**config.mk**
```make
export PLATFORM = sky130hd
export DESIGN_NAME = matmul_systolic_engine
export DESIGN_NICKNAME = d
export VERILOG_FILES = /design/src/rtl/matmul_pkg.sv /design/src/rtl/matmul_systolic_engine_mac_pe.sv /design/src/rtl/matmul_systolic_engine.sv
export SDC_FILE = /design/constraint.sdc
export NUM_CORES = 2
export LEC_CHECK = 0
export CAP_MARGIN = 10
export CORE_MARGIN = 2
export CORE_UTILIZATION = 24
export DETAILED_ROUTE_END_ITERATION = 8
export PLACE_DENSITY = 0.44
export SLEW_MARGIN = 5
export SYNTH_ARGS = -nofsm -noshare
export SYNTH_HDL_FRONTEND = slang
export SYNTH_HIERARCHICAL = 1
export SYNTH_SLANG_ARGS = --single-unit
```
**constraint.sdc**
```tcl
create_clock -name clk -period 9 [get_ports clk]
set_clock_uncertainty 0.2 [all_clocks]
set_input_delay 2.7 -clock clk [delete_from_list [all_inputs] [get_ports clk]]
set_output_delay 2.7 -clock clk [all_outputs]
set_load 0.01 [all_outputs]
```
**src/rtl/matmul_pkg.sv**
```systemverilog
// Shared types and helpers for the output-stationary systolic matmul engine.
// Optional overflow detection is enabled with `define MATMUL_OVF_DETECT_EN.
package matmul_pkg;

  typedef enum logic [1:0] {
    IDLE    = 2'd0,
    COMPUTE = 2'd1,
    DONE    = 2'd2
  } state_t;

  // Array dimension: one row of operands spans a result/bias bus word.
  function automatic int calc_n(int bus_w, int data_w);
    return bus_w / data_w;
  endfunction

  // Compute length: last PE (N-1,N-1) consumes k=N-1 at step 3N-3.
  function automatic int calc_t(int n);
    return 3 * n - 2;
  endfunction

  // Element index within a row-major flattened N x N matrix.
  function automatic int elem_idx(int row, int col, int n);
    return row * n + col;
  endfunction

endpackage

```
**src/rtl/matmul_systolic_engine_mac_pe.sv**
```systemverilog
// One processing element of the systolic array: forwards A right and B
// down through a register each, and accumulates signed products modulo
// 2^bus_width. With MATMUL_OVF_DETECT_EN a sticky signed-overflow bit is kept.
module mac_pe #(
  parameter int data_width = 16,
  parameter int bus_width  = 32
) (
  input  logic                  clk,
  input  logic                  reset,
  input  logic                  load,
  input  logic                  en,
  input  logic [bus_width-1:0]  bias_in,
  input  logic [data_width-1:0] a_in,
  input  logic [data_width-1:0] b_in,
  output logic [data_width-1:0] a_out,
  output logic [data_width-1:0] b_out,
  output logic [bus_width-1:0]  acc
`ifdef MATMUL_OVF_DETECT_EN
  ,
  output logic                  ovf
`endif
);

  localparam int EXT = bus_width - data_width;

  logic signed [bus_width-1:0] a_ext, b_ext, prod;
  logic        [bus_width-1:0] sum;

  // Operands are sign-extended first so the truncated product equals the
  // exact signed product whenever bus_width >= 2*data_width.
  assign a_ext = {{EXT{a_in[data_width-1]}}, a_in};
  assign b_ext = {{EXT{b_in[data_width-1]}}, b_in};
  assign prod  = a_ext * b_ext;
  assign sum   = acc + prod;

  // Pass-through registers and accumulator; load seeds bias and clears the pipe.
  always_ff @(posedge clk) begin
    if (reset) begin
      a_out <= '0;
      b_out <= '0;
      acc   <= '0;
    end else if (load) begin
      a_out <= '0;
      b_out <= '0;
      acc   <= bias_in;
    end else if (en) begin
      a_out <= a_in;
      b_out <= b_in;
      acc   <= sum;
    end
  end

`ifdef MATMUL_OVF_DETECT_EN
  logic step_ovf;

  // Signed overflow: both addends share a sign that the sum does not.
  assign step_ovf = (acc[bus_width-1] == prod[bus_width-1]) &&
                    (sum[bus_width-1] != acc[bus_width-1]);

  // Sticky overflow bit, cleared whenever a new computation is loaded.
  always_ff @(posedge clk) begin
    if (reset || load) ovf <= 1'b0;
    else if (en)       ovf <= ovf | step_ovf;
  end
`endif

endmodule

```
**src/rtl/matmul_systolic_engine.sv**
```systemverilog
// Output-stationary N x N systolic matmul: C = A*B (+ bias), N = bus_width/data_width.
// Row i of A and column j of B are skewed by i / j cycles so PE(i,j) meets
// a(i,k) and b(k,j) at step i+j+k. c_mat is written in the DONE cycle.
// Optional macro MATMUL_OVF_DETECT_EN adds the ovf_flags output.
module matmul_systolic_engine
  import matmul_pkg::*;
#(
  parameter  int data_width = 16,
  parameter  int bus_width  = 32,
  localparam int N          = calc_n(bus_width, data_width),
  localparam int DIMW       = $clog2(N) + 1
) (
  input  logic                      clk,
  input  logic                      reset,
  input  logic                      start,
  input  logic [N*N*data_width-1:0] a_mat,
  input  logic [N*N*data_width-1:0] b_mat,
  input  logic [N*N*bus_width-1:0]  bias_mat,
  input  logic                      bias_en,
  input  logic [DIMW-1:0]           dim_m,
  input  logic [DIMW-1:0]           dim_k,
  input  logic [DIMW-1:0]           dim_n,
  output logic                      busy,
  output logic                      finsh_calc,
  output logic [N*N*bus_width-1:0]  c_mat,
  output logic                      dim_err
`ifdef MATMUL_OVF_DETECT_EN
  ,
  output logic [N*N-1:0]            ovf_flags
`endif
);

  localparam int T  = calc_t(N);
  localparam int TW = (T > 1) ? $clog2(T) : 1;

  state_t                    state_q, state_d;
  logic [TW-1:0]             t_q;
  logic [N*N*data_width-1:0] a_lat, b_lat;
  logic [DIMW-1:0]           dm_q, dk_q, dn_q;
  logic                      dims_ok, accept, reject, run;

  logic [data_width-1:0] a_src  [N];
  logic [data_width-1:0] b_src  [N];
  logic [data_width-1:0] a_link [N][N];
  logic [data_width-1:0] b_link [N][N];
  logic [data_width-1:0] a_unused [N];
  logic [data_width-1:0] b_unused [N];
  logic [bus_width-1:0]  acc    [N][N];
`ifdef MATMUL_OVF_DETECT_EN
  logic                  pe_ovf [N][N];
`endif

  assign dims_ok = (dim_m != '0) && (int'(dim_m) <= N) &&
                   (dim_k != '0) && (int'(dim_k) <= N) &&
                   (dim_n != '0) && (int'(dim_n) <= N);
  assign run = (state_q == COMPUTE);

  // State register.
  always_ff @(posedge clk) begin
    if (reset) state_q <= IDLE;
    else       state_q <= state_d;
  end

  // Next-state and status decode; start is only looked at in IDLE.
  always_comb begin
    state_d    = state_q;
    accept     = 1'b0;
    reject     = 1'b0;
    busy       = 1'b0;
    finsh_calc = 1'b0;
    case (state_q)
      IDLE: begin
        if (start) begin
          if (dims_ok) begin
            accept  = 1'b1;
            state_d = COMPUTE;
          end else begin
            reject  = 1'b1;
          end
        end
      end
      COMPUTE: begin
        busy = 1'b1;
        if (t_q == TW'(T - 1)) state_d = DONE;
      end
      DONE: begin
        finsh_calc = 1'b1;
        state_d    = IDLE;
      end
      default: state_d = IDLE;
    endcase
  end

  // Step counter, restarted on every accepted request.
  always_ff @(posedge clk) begin
    if (reset || accept) t_q <= '0;
    else if (run)        t_q <= t_q + 1'b1;
  end

  // Operand/dimension capture so inputs may change after the accept edge.
  always_ff @(posedge clk) begin
    if (reset) begin
      a_lat <= '0;
      b_lat <= '0;
      dm_q  <= '0;
      dk_q  <= '0;
      dn_q  <= '0;
    end else if (accept) begin
      a_lat <= a_mat;
      b_lat <= b_mat;
      dm_q  <= dim_m;
      dk_q  <= dim_k;
      dn_q  <= dim_n;
    end
  end

  // Unskewed edge streams: at step t row r offers a(r,t), column r offers
  // b(t,r); inactive rows/columns and k beyond dim_k inject zero.
  always_comb begin
    for (int r = 0; r < N; r++) begin
      a_src[r] = '0;
      b_src[r] = '0;
    end
    for (int r = 0; r < N; r++) begin
      for (int k = 0; k < N; k++) begin
        if ((int'(t_q) == k) && (k < int'(dk_q))) begin
          if (r < int'(dm_q)) a_src[r] = a_lat[elem_idx(r, k, N)*data_width +: data_width];
          if (r < int'(dn_q)) b_src[r] = b_lat[elem_idx(k, r, N)*data_width +: data_width];
        end
      end
    end
  end

  // Skew delay lines: row i / column i is delayed by i cycles.
  for (genvar i = 0; i < N; i++) begin : g_skew
    if (i == 0) begin : g_direct
      assign a_link[0][0] = a_src[0];
      assign b_link[0][0] = b_src[0];
    end else begin : g_dly
      logic [data_width-1:0] a_sh [i];
      logic [data_width-1:0] b_sh [i];

      // Shift during COMPUTE, cleared when a new job is accepted.
      always_ff @(posedge clk) begin
        if (reset || accept) begin
          for (int s = 0; s < i; s++) begin
            a_sh[s] <= '0;
            b_sh[s] <= '0;
          end
        end else if (run) begin
          a_sh[0] <= a_src[i];
          b_sh[0] <= b_src[i];
          for (int s = 1; s < i; s++) begin
            a_sh[s] <= a_sh[s-1];
            b_sh[s] <= b_sh[s-1];
          end
        end
      end

      assign a_link[i][0] = a_sh[i-1];
      assign b_link[0][i] = b_sh[i-1];
    end
  end

  // PE grid; A flows right, B flows down, last column/row outputs dropped.
  for (genvar i = 0; i < N; i++) begin : g_row
    for (genvar j = 0; j < N; j++) begin : g_col
      logic [data_width-1:0] a_o, b_o;
      logic [bus_width-1:0]  bias_in;

      assign bias_in = bias_en ? bias_mat[elem_idx(i, j, N)*bus_width +: bus_width] : '0;

      mac_pe #(
        .data_width (data_width),
        .bus_width  (bus_width)
      ) u_pe (
        .clk     (clk),
        .reset   (reset),
        .load    (accept),
        .en      (run),
        .bias_in (bias_in),
        .a_in    (a_link[i][j]),
        .b_in    (b_link[i][j]),
        .a_out   (a_o),
        .b_out   (b_o),
        .acc     (acc[i][j])
`ifdef MATMUL_OVF_DETECT_EN
        ,
        .ovf     (pe_ovf[i][j])
`endif
      );

      if (j < N - 1) begin : g_a_pass
        assign a_link[i][j+1] = a_o;
      end else begin : g_a_edge
        assign a_unused[i] = a_o;
      end
      if (i < N - 1) begin : g_b_pass
        assign b_link[i+1][j] = b_o;
      end else begin : g_b_edge
        assign b_unused[j] = b_o;
      end
    end
  end

  // Result capture in DONE; elements outside the active m x n window read 0.
  always_ff @(posedge clk) begin
    if (reset) begin
      c_mat <= '0;
    end else if (state_q == DONE) begin
      for (int i = 0; i < N; i++)
        for (int j = 0; j < N; j++)
          c_mat[elem_idx(i, j, N)*bus_width +: bus_width] <=
            ((i < int'(dm_q)) && (j < int'(dn_q))) ? acc[i][j] : '0;
    end
  end

  // Rejected start (bad dims) gives a one-cycle error pulse.
  always_ff @(posedge clk) begin
    if (reset) dim_err <= 1'b0;
    else       dim_err <= reject;
  end

`ifdef MATMUL_OVF_DETECT_EN
  // Overflow flags follow c_mat and clear when a new job is accepted.
  always_ff @(posedge clk) begin
    if (reset || accept) begin
      ovf_flags <= '0;
    end else if (state_q == DONE) begin
      for (int i = 0; i < N; i++)
        for (int j = 0; j < N; j++)
          ovf_flags[elem_idx(i, j, N)] <= pe_ovf[i][j];
    end
  end
`endif

endmodule

```
# [Yosys cells after proc, flatten, opt, wreduce, memory -nomap -nowiden]
# Memory sizes are Yosys's and may differ from the RTL's.
# Cells that the tools add are included.
[word_totals] memories=2 output_inout_bits=131 regBits=459 input_bits=266 mem_bits_rw=32
[classes] magnitude_cmp=9 n_reduce_logical=23 n_mul=4 mux=50 eq_ne=7 n_bitwise=2 addsub=5
[memory_table] memory="g_skew[1].g_dly.a_sh" words=1 width=16 rd=1 rd_ports_with_merged_regs=0 wr=1 line_no="matmul_systolic_engine.sv:140" source="logic [data_width-1:0] a_sh [i];"
[memory_table] memory="g_skew[1].g_dly.b_sh" words=1 width=16 rd=1 rd_ports_with_merged_regs=0 wr=1 line_no="matmul_systolic_engine.sv:141" source="logic [data_width-1:0] b_sh [i];"
[op_table] cell="32-bit 2-to-1 mux" n=16
[op_table] cell="16-bit 2-to-1 mux" n=18
[op_table] cell="32-bit adder" n=4
[op_table] cell="16-bit by 16-bit multiplier with 32-bit output" n=4
[op_table] cell="16-bit OR reduction" n=2
[op_table] cell="1-bit by 2-bit less-than comparator with 1-bit output (first input constant)" n=6
[op_table] cell="1-bit 2-to-1 mux" n=12
[op_table] cell="1-bit logical AND" n=11
[op_table] cell="2-bit nonzero test" n=4
[op_table] cell="2-bit equality test (second input constant)" n=3
[op_table] cell="2-bit <= comparator (second input constant)" n=3
[op_table] cell="2-bit 2-to-1 mux" n=3
[op_table] cell="2-bit inequality test (second input constant)" n=3
[op_table] cell="2-bit zero test" n=2
[op_table] cell="2-bit one-hot mux with 2 select lines" n=1
[op_table] cell="3-bit AND reduction" n=1
[op_table] cell="3-bit OR reduction" n=1
[op_table] cell="2-bit by 1-bit adder with 2-bit output (second input constant)" n=1
[op_table] cell="2-bit by 1-bit equality test with 1-bit output (second input constant)" n=1
[op_table] cell="1-bit inverter" n=2
[op_table] cell="2-bit OR reduction" n=1
[op_table] cell="1-bit logical OR" n=1

# [Logic depth before layout (Yosys ltp)]
[depth] word_depth=14 ltp_mapped=30

# [Hierarchy]
# The synthesis kept the hierarchy.
[modules_own_cells] module="mac_pe at g_row[0].g_col[1].u_pe ..." cells_each=1480 seq_area_each_um2=1281.2 area_each_um2=13553.0 instances=2
[modules_own_cells] module="mac_pe at g_row[0].g_col[0].u_pe" cells_each=1503 seq_area_each_um2=1281.2 area_each_um2=13759.4 instances=1
[modules_own_cells] module="mac_pe at g_row[1].g_col[1].u_pe" cells_each=1479 seq_area_each_um2=1281.2 area_each_um2=13521.7 instances=1
[modules_own_cells] module="matmul_systolic_engine" cells_each=1487 seq_area_each_um2=6306.0 area_each_um2=13501.7 instances=1

# [Least setup slack after synthesis]
# Ideal clock, no wire load.
[synth_path] path_type="register -> register" start="reg t_q[1]" end="reg g_row[0].g_col[0].u_pe.acc[28]" path_slack_ns=1.574 required_ns=8.670 path_buffers=4 stages_incl_launch_ff=30 t_arrival_ns=7.096 cell_sequence="dfxtp_1 inv_1 ha_1 and2_1 clkbuf_1 clkbuf_1 nand2_1 a21oi_1 clkbuf_1 nand2_1 inv_1 fa_1 inv_1 fa_1 inv_1 fa_1 fa_1 fa_1 inv_1 fa_1 inv_1 ha_1 buf_2 nand4_1 or3_1 o31ai_1 a211oi_1 a21oi_1 xnor2_1 o22ai_1"
[synth_rtl] element="from (decl)" line_no="matmul_systolic_engine.sv:37" source="logic [TW-1:0] t_q;"
[synth_rtl] element="from (signal assigned)" line_no="matmul_systolic_engine.sv:97" source="else if (run) t_q <= t_q + 1'b1;"
[synth_rtl] element="to (signal assigned)" line_no="matmul_systolic_engine_mac_pe.sv:45" source="acc <= bias_in;"
[synth_rtl] element="to (signal assigned)" line_no="matmul_systolic_engine_mac_pe.sv:49" source="acc <= sum;"
[synth_rtl] element="to (decl)" line_no="matmul_systolic_engine_mac_pe.sv:17" source="output logic [bus_width-1:0] acc"

==> impl_summary.md <==
Detailed routing
The first-pass detailed-route iteration total is 5. The number of nets with antenna violations after detailed routing is 0. The number of vias in the routed layout is 48800.

The number of DRC violations after detailed-routing iteration 0 is 2363. For this run, design rule violations remaining after detail routing come to 0. The average detailed-routed wire length per instance is approximately 20 um. The average vias per placed instance is 4.42. The post-detailed-routing wire length is 217 mm.

GRT
The total global-route track usage is 15.8%. The first global-routing pass estimated 338 mm of wire. Global routing finished with a remaining overflow of 0. The number of global-route vias before repair is 53700. Entering global routing, the biggest net connects 184 pins. The number of antenna violations at the first check in global routing is 9.

Clocking
After clock tree synthesis, the clock-pin slew on the worst setup and hold paths is 0.06 ns. In this run, post-CTS repair resized a total of 0 instances. The post-CTS repair timing setup buffer count is 0. The clock latency on the worst-skew pair is 0.73 ns. The total clock buffers created by CTS is 70. The clock drives 491 sinks. Buffers inserted to repair hold after CTS numbered 0. The number of levels the H-tree was split into is 3.

The CTS tree is yes. The clock root buffer is clkbuf_16. The clock passes through at most 3 buffers.

Worst setup path
For the worst setup path, the data required time is 9.35 ns. The critical path is of the reg -> reg type. The setup check on the worst reg-to-reg path leaves a slack of between 0.9 and 1 ns.

The worst endpoint data arrival time is 8.44 ns. The worst setup path is launched from a flip-flop. The critical path capture point type is a flip-flop. The top fanout value on the critical path is between 40 and 50.

Finish
The post-route netlist has 4.04% of its cells at a drive strength greater than 1. The multi-input combinational cells in the finished layout cover a total of 48700 um^2. The non-filler instance count after layout is 11000. The area used by sequential logic in the layout is 10100 um^2. Relative to the synthesized area, the layout overhead comes to 15.1%. Measured on the finished design, the core utilization comes to between 20% and 30%. In the final design database the tool counted 9221 nets. The number of filler instances in the final layout is 29300.

Pwr
The internal power of the cells totals 4.26 mW. The leakage dissipation is 34.8 nW. Per report_power, the clock group accounts for 47.4% of the total.

Of the total power, the share spent switching nets is 30.0%. Per report_power, the combinational group accounts for a little over an eighth of the total. Summed over all nets, the switching power comes to 1.82 mW. The overall power is roughly 6.1 mW.

The part of the power in registers is 39.2%. The worst-case IR drop observed on VDD is 0.000122 V. The areal power density over the cells is between 80 and 90 nW/um^2.

Floorplanning
Once the floorplan was initialized, standard cells occupied about 24% of the core. The width of the die is 527 um. The height of the chip is ~530 um. The core region is 273000 um^2. The floorplan step defined a die boundary enclosing 278000 um^2. The top-level I/O count is just under 400. The count of standard-cell rows is 192.

Placement
The total instance count after detailed placement is about 11000. The congestion estimate from routability-driven global placement came to roughly 0.85. Detailed placement ended at an HPWL of 175 mm. Port buffering added 396 buffers.

Job
Across the run, the number of max-cap violations was 0.

Timing
The max-slew violation total from the final report is 0. The final hold violation count is 0. At the pin with the least slew margin, the transition time is 1.21 ns. The post-route worst hold slack is ~0.25 ns. The period utilization is roughly nine tenths. The clock period minus final worst setup slack is 8.09 ns. Setup violations remaining at the end of the flow were counted as 0. Setup repair after global routing left no endpoint under its margin. Summed over all failing endpoints, the final setup total negative slack is 0 ns. Measured against its own limit, the worst slew margin works out to a little under a fifth. The highest clock frequency the design can meet is about 120 MHz.

Logic synthesis
The number of warning messages in the yosys log is 6. When the netlist entered floorplanning its net count stood at slightly above 9000. The synthesized instance count is 7229. The mean area per synthesized cell is 9.09 um^2.

The mapped cell area is 65700 um^2.

Run status
The run finished with clean final reports.

Worst hold path
The tightest min-delay check is of the reg -> reg type.
routing by layer:
layer,track usage [%],share of wire [%],vias to the layer above
li1,-,-,22600
met1,20.8,44,25000
met2,27.5,50,982
met3,1.80,3.4,186
met4,3.99,2.5,2
met5,0,0.0046,-
placed cells by master (no fill, tap or decap), drive strengths merged, types with 29 or more instances in the layout:
master and instances:
a211oi 40, a21o 48, a21oi 303, a221oi 30
a22oi 32, a32oi 65, and2 626, and3 29
buf 80, clkbuf 96, clkdlybuf4s50 394, dfxtp 459
edfxtp 32, fa 1168, ha 395, inv 1407
mux2i 230, nand2 665, nand2b 303, nand3 124
nor2 357, nor3 42, o21ai 70, o22ai 29
xnor2 103, xor2 36
worst max-delay path, cell delays in order (launching register included):
cell       delay [ns]
dfxtp_1          0.34
inv_1            0.08
ha_1             0.16
o21a_4           0.58
nand3_1          0.19
a21oi_2          0.82
nand2_1          0.20
fa_1             0.61
fa_1             0.44
fa_1             0.52
inv_1            0.05
fa_1             0.54
fa_1             0.59
inv_1            0.06
fa_1             0.53
inv_1            0.04
ha_1             0.42
a21oi_1          0.21
o21a_1           0.19
a2bb2oi_1        0.39
nand4_1          0.21
a21oi_1          0.24
xnor2_1          0.14
o22ai_1          0.10
per-stage QoR:
stage	area, um^2	setup slack, ns
5_1_grt	75600	0.476
6_report	75600	0.914
3_5_place_dp	73300	1.01
3_3_place_gp	73300	1.06
4_1_cts	75600	0.945
2_1_floorplan	65700	1.57
state kept, by name, summed over array words and instances (netlist names), 16 cells and up:
signal	cells
c_mat	128
g_skew.g_dly.b_sh	16
b_lat	64
a_lat	64
g_skew.g_dly.a_sh	16
g_row.g_col.u_pe/a_out	32
g_row.g_col.u_pe/b_out	32
g_row.g_col.u_pe/acc	128
cell type report:
cell class              count  area share (%)
flip-flops and latches    491            13.4
inverters                1397            6.95
repair buffers            474            6.10
well taps                3589            5.94
multi-input cells        4958            64.5
diodes                      8          0.0265
clock buffers              96            2.65
clock inverters            29           0.448
power groups by stage:
stage | sequential, mW | clock, mW | combinational, mW
2_1_floorplan | 2.34 | 0 | 0.532
3_3_place_gp | 2.44 | 0 | 0.819
3_5_place_dp | 2.44 | 0 | 0.823
4_1_cts | 2.39 | 2.99 | 0.829
5_1_grt | 2.39 | 3.06 | 0.905
6_report | 2.39 | 2.88 | 0.814
path summary, 6_finish.rpt:
| check | cells after the start | from | endpoint |
|---|---|---|---|
| worst max-delay path | 23 | t_q[0] | g_row[0].g_col[0].u_pe/acc[31] |
| worst min-delay path | 2 | c_mat[4] | c_mat[4] |
| worst max register to register | 23 | t_q[0] | g_row[0].g_col[0].u_pe/acc[31] |
| worst min register to register | 2 | c_mat[4] | c_mat[4] |
(Power assumes the default switching activity.)
